**src/rtl/vcve2_vrf_responder.sv**
```systemverilog
// ---------------------------------------------------------------------------
// vcve2_pkg / vcve2_vrf_responder
//
// Memory-side responder for the vector register file address window.
// The VRF is 32 registers x 4 words x 32 bits (128 words). The responder
// takes OBI-style word requests and performs byte-enabled writes and
// fixed-latency reads. Out-of-window or misaligned requests get an error
// response. After reset, an init engine zeroes every word before any
// request is granted.
//
// Ports:
//   clk_i, rst_ni   clock, asynchronous active-low reset
//   req_i, we_i     request valid, write (1) / read (0)
//   be_i            byte enables (writes only)
//   addr_i          byte address {VrfBase, reg[4:0], word[1:0], 2'b00}
//   wdata_i         write data
//   gnt_o           combinational grant (req_i while running)
//   rvalid_o        response valid, ReadLatency cycles after the accept
//   rdata_o         read data (0 for writes, errors and idle cycles)
//   err_o           response error, qualified by rvalid_o
//   init_done_o     array zeroing complete
// ---------------------------------------------------------------------------

package vcve2_pkg;

    // Upper address bits [31:9] of the VRF window (0x1A11_0000).
    localparam logic [22:0] VRF_START_ADDR = 23'h0D0880;

    // One entry of the response pipeline.
    typedef struct packed {
        logic        valid;
        logic        err;
        logic [31:0] data;
    } vrf_rsp_t;

endpackage

module vcve2_vrf_responder #(
    parameter int unsigned           AddrWidth   = 32,
    parameter logic [AddrWidth-10:0] VrfBase     = (AddrWidth-9)'(vcve2_pkg::VRF_START_ADDR),
    parameter int unsigned           ReadLatency = 1
) (
    input  logic                 clk_i,
    input  logic                 rst_ni,
    input  logic                 req_i,
    input  logic                 we_i,
    input  logic [3:0]           be_i,
    input  logic [AddrWidth-1:0] addr_i,
    input  logic [31:0]          wdata_i,
    output logic                 gnt_o,
    output logic                 rvalid_o,
    output logic [31:0]          rdata_o,
    output logic                 err_o,
    output logic                 init_done_o
);
    import vcve2_pkg::*;

    localparam int unsigned NumWords  = 128;
    localparam int unsigned IdxWidth  = 7;
    localparam int unsigned DataWidth = 32;
    localparam int unsigned NumBytes  = 4;

    typedef enum logic [0:0] {
        StInit = 1'b0,
        StRun  = 1'b1
    } state_e;

    state_e                state_q, state_d;
    logic [IdxWidth-1:0]   init_cnt_q, init_cnt_d;
    logic                  init_done_q, init_done_d;
    vrf_rsp_t              rsp_q [ReadLatency];
    vrf_rsp_t              rsp_d [ReadLatency];
    vrf_rsp_t              rsp_new;

    logic [DataWidth-1:0]  mem_q [NumWords];
    logic                  mem_we;
    logic [NumBytes-1:0]   mem_be;
    logic [IdxWidth-1:0]   mem_widx;
    logic [DataWidth-1:0]  mem_wdata;

    logic                  hit;
    logic                  accept;
    logic [IdxWidth-1:0]   word_idx;

    // Address decode: window match plus word alignment.
    assign word_idx = addr_i[8:2];
    assign hit      = (addr_i[AddrWidth-1:9] == VrfBase) && (addr_i[1:0] == 2'b00);

    // No back-pressure once running; accept is simply the grant.
    assign gnt_o  = req_i && (state_q == StRun);
    assign accept = gnt_o;

    // Next-state, storage write port and new response entry.
    always_comb begin
        state_d    = state_q;
        init_cnt_d = init_cnt_q;
        mem_we     = 1'b0;
        mem_be     = '0;
        mem_widx   = init_cnt_q;
        mem_wdata  = '0;
        rsp_new    = '0;

        case (state_q)
            StInit: begin
                mem_we     = 1'b1;
                mem_be     = '1;
                mem_widx   = init_cnt_q;
                mem_wdata  = '0;
                init_cnt_d = init_cnt_q + IdxWidth'(1);
                if (init_cnt_q == IdxWidth'(NumWords - 1)) begin
                    state_d = StRun;
                end
            end
            StRun: begin
                if (accept) begin
                    rsp_new.valid = 1'b1;
                    rsp_new.err   = ~hit;
                    if (hit) begin
                        if (we_i) begin
                            mem_we    = 1'b1;
                            mem_be    = be_i;
                            mem_widx  = word_idx;
                            mem_wdata = wdata_i;
                        end else begin
                            // Captured now, so later writes cannot alter it.
                            rsp_new.data = mem_q[word_idx];
                        end
                    end
                end
            end
            default: begin
                state_d = StInit;
            end
        endcase
    end

    // init_done tracks the state register exactly: high from the first RUN cycle.
    assign init_done_d = (state_d == StRun);

    // Response shift register, ReadLatency entries deep.
    always_comb begin
        rsp_d[0] = rsp_new;
        for (int unsigned i = 1; i < ReadLatency; i++) begin
            rsp_d[i] = rsp_q[i-1];
        end
    end

    // Control and response registers.
    always_ff @(posedge clk_i or negedge rst_ni) begin
        if (!rst_ni) begin
            state_q     <= StInit;
            init_cnt_q  <= '0;
            init_done_q <= 1'b0;
            for (int unsigned i = 0; i < ReadLatency; i++) begin
                rsp_q[i] <= '0;
            end
        end else begin
            state_q     <= state_d;
            init_cnt_q  <= init_cnt_d;
            init_done_q <= init_done_d;
            for (int unsigned i = 0; i < ReadLatency; i++) begin
                rsp_q[i] <= rsp_d[i];
            end
        end
    end

    // Storage array; contents are don't-care across reset, so no reset here.
    always_ff @(posedge clk_i) begin
        if (mem_we) begin
            for (int b = 0; b < NumBytes; b++) begin
                if (mem_be[b]) begin
                    mem_q[mem_widx][8*b +: 8] <= mem_wdata[8*b +: 8];
                end
            end
        end
    end

    assign rvalid_o    = rsp_q[ReadLatency-1].valid;
    assign err_o       = rsp_q[ReadLatency-1].err;
    assign rdata_o     = rsp_q[ReadLatency-1].data;
    assign init_done_o = init_done_q;

endmodule
```
**config.mk**
```make
export PLATFORM = sky130hd
export DESIGN_NAME = vcve2_vrf_responder
export DESIGN_NICKNAME = d
export VERILOG_FILES = /design/src/rtl/vcve2_vrf_responder.sv
export SDC_FILE = /design/constraint.sdc
export NUM_CORES = 2
export LEC_CHECK = 0
export BUFFER_PORTS_ARGS = -buffer_cell sky130_fd_sc_hd__buf_2
export CAP_MARGIN = 30
export CORE_MARGIN = 2
export CORE_UTILIZATION = 40
export DETAILED_ROUTE_END_ITERATION = 8
export GPL_ROUTABILITY_DRIVEN = 0
export MAX_ROUTING_LAYER = met4
export PLACE_DENSITY = 0.56
export SYNTH_ARGS = -nofsm -noshare
export SYNTH_HDL_FRONTEND = slang
export SYNTH_SLANG_ARGS = --single-unit
```
**constraint.sdc**
```tcl
create_clock -name clk_i -period 5.47 [get_ports clk_i]
set_input_delay 0.8205 -clock clk_i [delete_from_list [all_inputs] [get_ports clk_i]]
set_output_delay 0.8205 -clock clk_i [all_outputs]
set_load 0.005 [all_outputs]
```
==> impl_metrics.ini <==
[clock_tree]
post_cts_buffers = 0
cts.repair.resized = 0
cts_buffers = 414
cts-root-buf = clkbuf_16
cts_hold_buf = 1
clk_latency_ns = 0.95
cts_num_sinks = 4138
cts.clk_slew.worst_paths_ns = 0.06
htree_levels = 5
tritoncts = yes
clk_path_buf_depth = 4

[pwr]
switching_share_pct = 20.0
p_comb_share_pct = 2.3
p_leak_nw = 49.1
power_frac_seq_pct = 53.3
p_clk_share_pct = 44.4
peakVddDrop_uv = 266
p_int_mw = 51.5
p_sw_mw = 12.9
total_power_mw = 64.4
powerDensity_nw_per_um2 = 344

[global_route]
overflow = 0
grt_max_degree = 129
antenna_found_initial = 16
grt.total_usage_pct = 21.1
grt_first_pass_wirelength_um = 604000
grt_pass1_vias = 79433

[synthesis]
synth_area_sq_um = 163000
synth_cells = 7268
yosys_register_bits = 4138
avgSynthCellArea_sq_um = 22.4
synthArstFlopShare_pct = 1.01
synth_nets = 7341
synth-edff-count = 4096
netlist.area_leader.share_pct = 75.7
ys_seq_area_share_pct = 76.3
ys_warn_count = 0
ys.flop_type = edfxtp_1
synth_cell_types = 49
ys_top_cells_by_area = edfxtp_1 76%, mux4_2 14%, mux2i_1 3.2%
yosysTopAreaCell = edfxtp_1

[drt]
viasPerCell = 5.68
ant_nets = 0
firstDrtPassIters = 5
drt-total-wl_um = 425000
wl_per_cell_um = 31.1
drtIter0Drc = 8144
vias = 77481
drc = 0

[placement]
io_buffers = 107
hpwl_um = 269000
dpl-instance-area_sq_um = 173000

[floorplanning]
rows = 234
die_w_um = 642
io_pins = 108
start_util_pct = 40.1
coreArea_sq_um = 406000
dieHeight_um = 642
die_area_sq_um = 412000

[timing]
rsz0062_at_grt = false
max_freq_mhz = 263
finalHoldViolations = 0
tightest_slew_ns = 1.09
fin_skew_ns = 0.0410
period_share_pct = 69.5
relSlewSlack_pct = 26.9
setup_tns_ns = 0
holdWs_ns = 0.220
setup_violations = 0
period_needed_ns = 3.80
slew_violations = 0

[setup_path]
crit_required_ns = 6.12
timing.rr.end = mem_q[16][5]
crit_chain = nand2_1 -> nor4_4 -> buf_12 -> buf_4 -> mux2i_4 -> buf_12 -> buf_4 -> nor3_1 -> buf_4
cpMostUsedCell = buf_4
worstSetupPathType = flop to flop
r2r_setup_slack_ns = 1.67
cp.arrival_ns = 4.45
path_max_fanout = 25
slowest_stage = nor3_1
cpPeakStageDelay_ns = 0.75
startpoint_type = flop
r2r_start = init_done_o
end_kind = flop
rr_worst_depth = 9

[cells_and_area]
final_cell_area_sq_um = 187000
synthToLayoutAreaGrowth_pct = 15.0
mostFrequentLayoutCells = 4096 x edfxtp_1, 1016 x mux4_2, 509 x mux2i_1, 429 x clkbuf_16, 410 x buf_4
final_common_cell = edfxtp_1
fillCellCount = 33270
fin_nets = 7922
drive_gt1_share_pct = 32.7

[worst_hold_path]
holdPathEnd = err_o
hp-class = input pin to flop
worstHoldStart = req_i
worstHoldPathCells = 3

[flow_run]
maxCapViolCount = 0

[outcome]
outcome = complete, no violations
==> worst max path at each step <==
| stage | start | endpoint | slack (ns) |
|---|---|---|---|
| 2_1_floorplan | addr_i[24] | mem_q[0][10] | 1.09 |
| 3_3_place_gp | addr_i[2] | rdata_o[1] | 0.66 |
| 3_5_place_dp | addr_i[2] | rdata_o[31] | 0.88 |
| 4_1_cts | init_done_o | mem_q[16][5] | 1.59 |
| 5_1_grt | init_done_o | mem_q[16][5] | 1.56 |
| 6_report | init_done_o | mem_q[16][5] | 1.67 |
==> worst max-delay path, delay by kind of cell (launching register included) <==
kind / cells / cell delay, ns
and+or+nand+nor: 3 / 1.30
muxes: 1 / 0.13
DFF: 1 / 0.60
buffers and inverters: 5 / 1.36
==> power groups by stage <==
stage               clock network (mW)  registers (mW)  logic, mW
global placement                     0            35.0       1.51
floorplan                            0            35.0      0.952
CTS                               29.1            34.3       1.52
detailed placement                   0            35.0       1.52
global route                      30.3            34.3       1.57
finish                            28.6            34.3       1.50
==> per-layer routing <==
layer	track usage [%]	part of all wire, %	vias up
li1	-	-	32125
met1	28.4	42	42114
met2	34.0	50	2718
met3	2.87	5.9	524
met4	5.42	2.8	0
met5	-	0	-
==> logic make-up after synthesis <==
group	share of synthesized area (%)
xor gates and xnor gates	0.0323
buffers and inverters	1.73
adders and majority gates	0.00769
DFF	76.3
muxes	17.5
AOI/OAI and AO/OA	1.16
and+or+nand+nor	3.31
==> cell type report <==
cell class	count	area, sq um	share of cell area [%]
clock buffers	520	11200	5.98
clock inverters	235	2430	1.30
multi-input cells	2611	36200	19.3
repair buffers	679	6210	3.32
diodes	32	80.1	0.0428
inverters	5	18.8	0.0100
flip-flops and latches	4138	124000	66.4
well taps	5428	6790	3.63
==> flip-flops by register name (all words and copies together), names as in the netlist <==
| signal | count |
|---|---|
| mem_q | 4096 |
| rdata_o | 32 |
| init_cnt_q | 7 |
| err_o | 1 |
| init_done_o | 1 |
| rvalid_o | 1 |
==> Yosys cell counts, types with 5 or more instances <==
master    instances
edfxtp_1       4096
mux4_2         1016
mux2i_1         522
nor3_2          305
o22ai_1         252
nor3_1          221
buf_2           182
clkbuf_1        150
buf_1            72
nor4_1           71
buf_6            54
buf_4            53
dfrtp_1          42
nor2_1           35
and2_1           33
a21oi_1          31
nand2_1          24
nor2b_1          16
nand3_1          15
mux2_2           11
nand2b_1          9
mux2i_2           6
inv_1             5
xnor2_1           5
==> through the flow <==
| step | instances | worst slack [ns] | util [%] |
|---|---|---|---|
| final | 13648 | 1.67 | 46.1 |
| after global routing | 13636 | 1.56 | 46.1 |
| after CTS | 13602 | 1.59 | 46.1 |
| after detailed placement | 12846 | 0.883 | 42.7 |
| after global placement | 12781 | 0.661 | 42.6 |
| after floorplan | 7268 | 1.09 | - |
(Power assumes the default switching activity.)
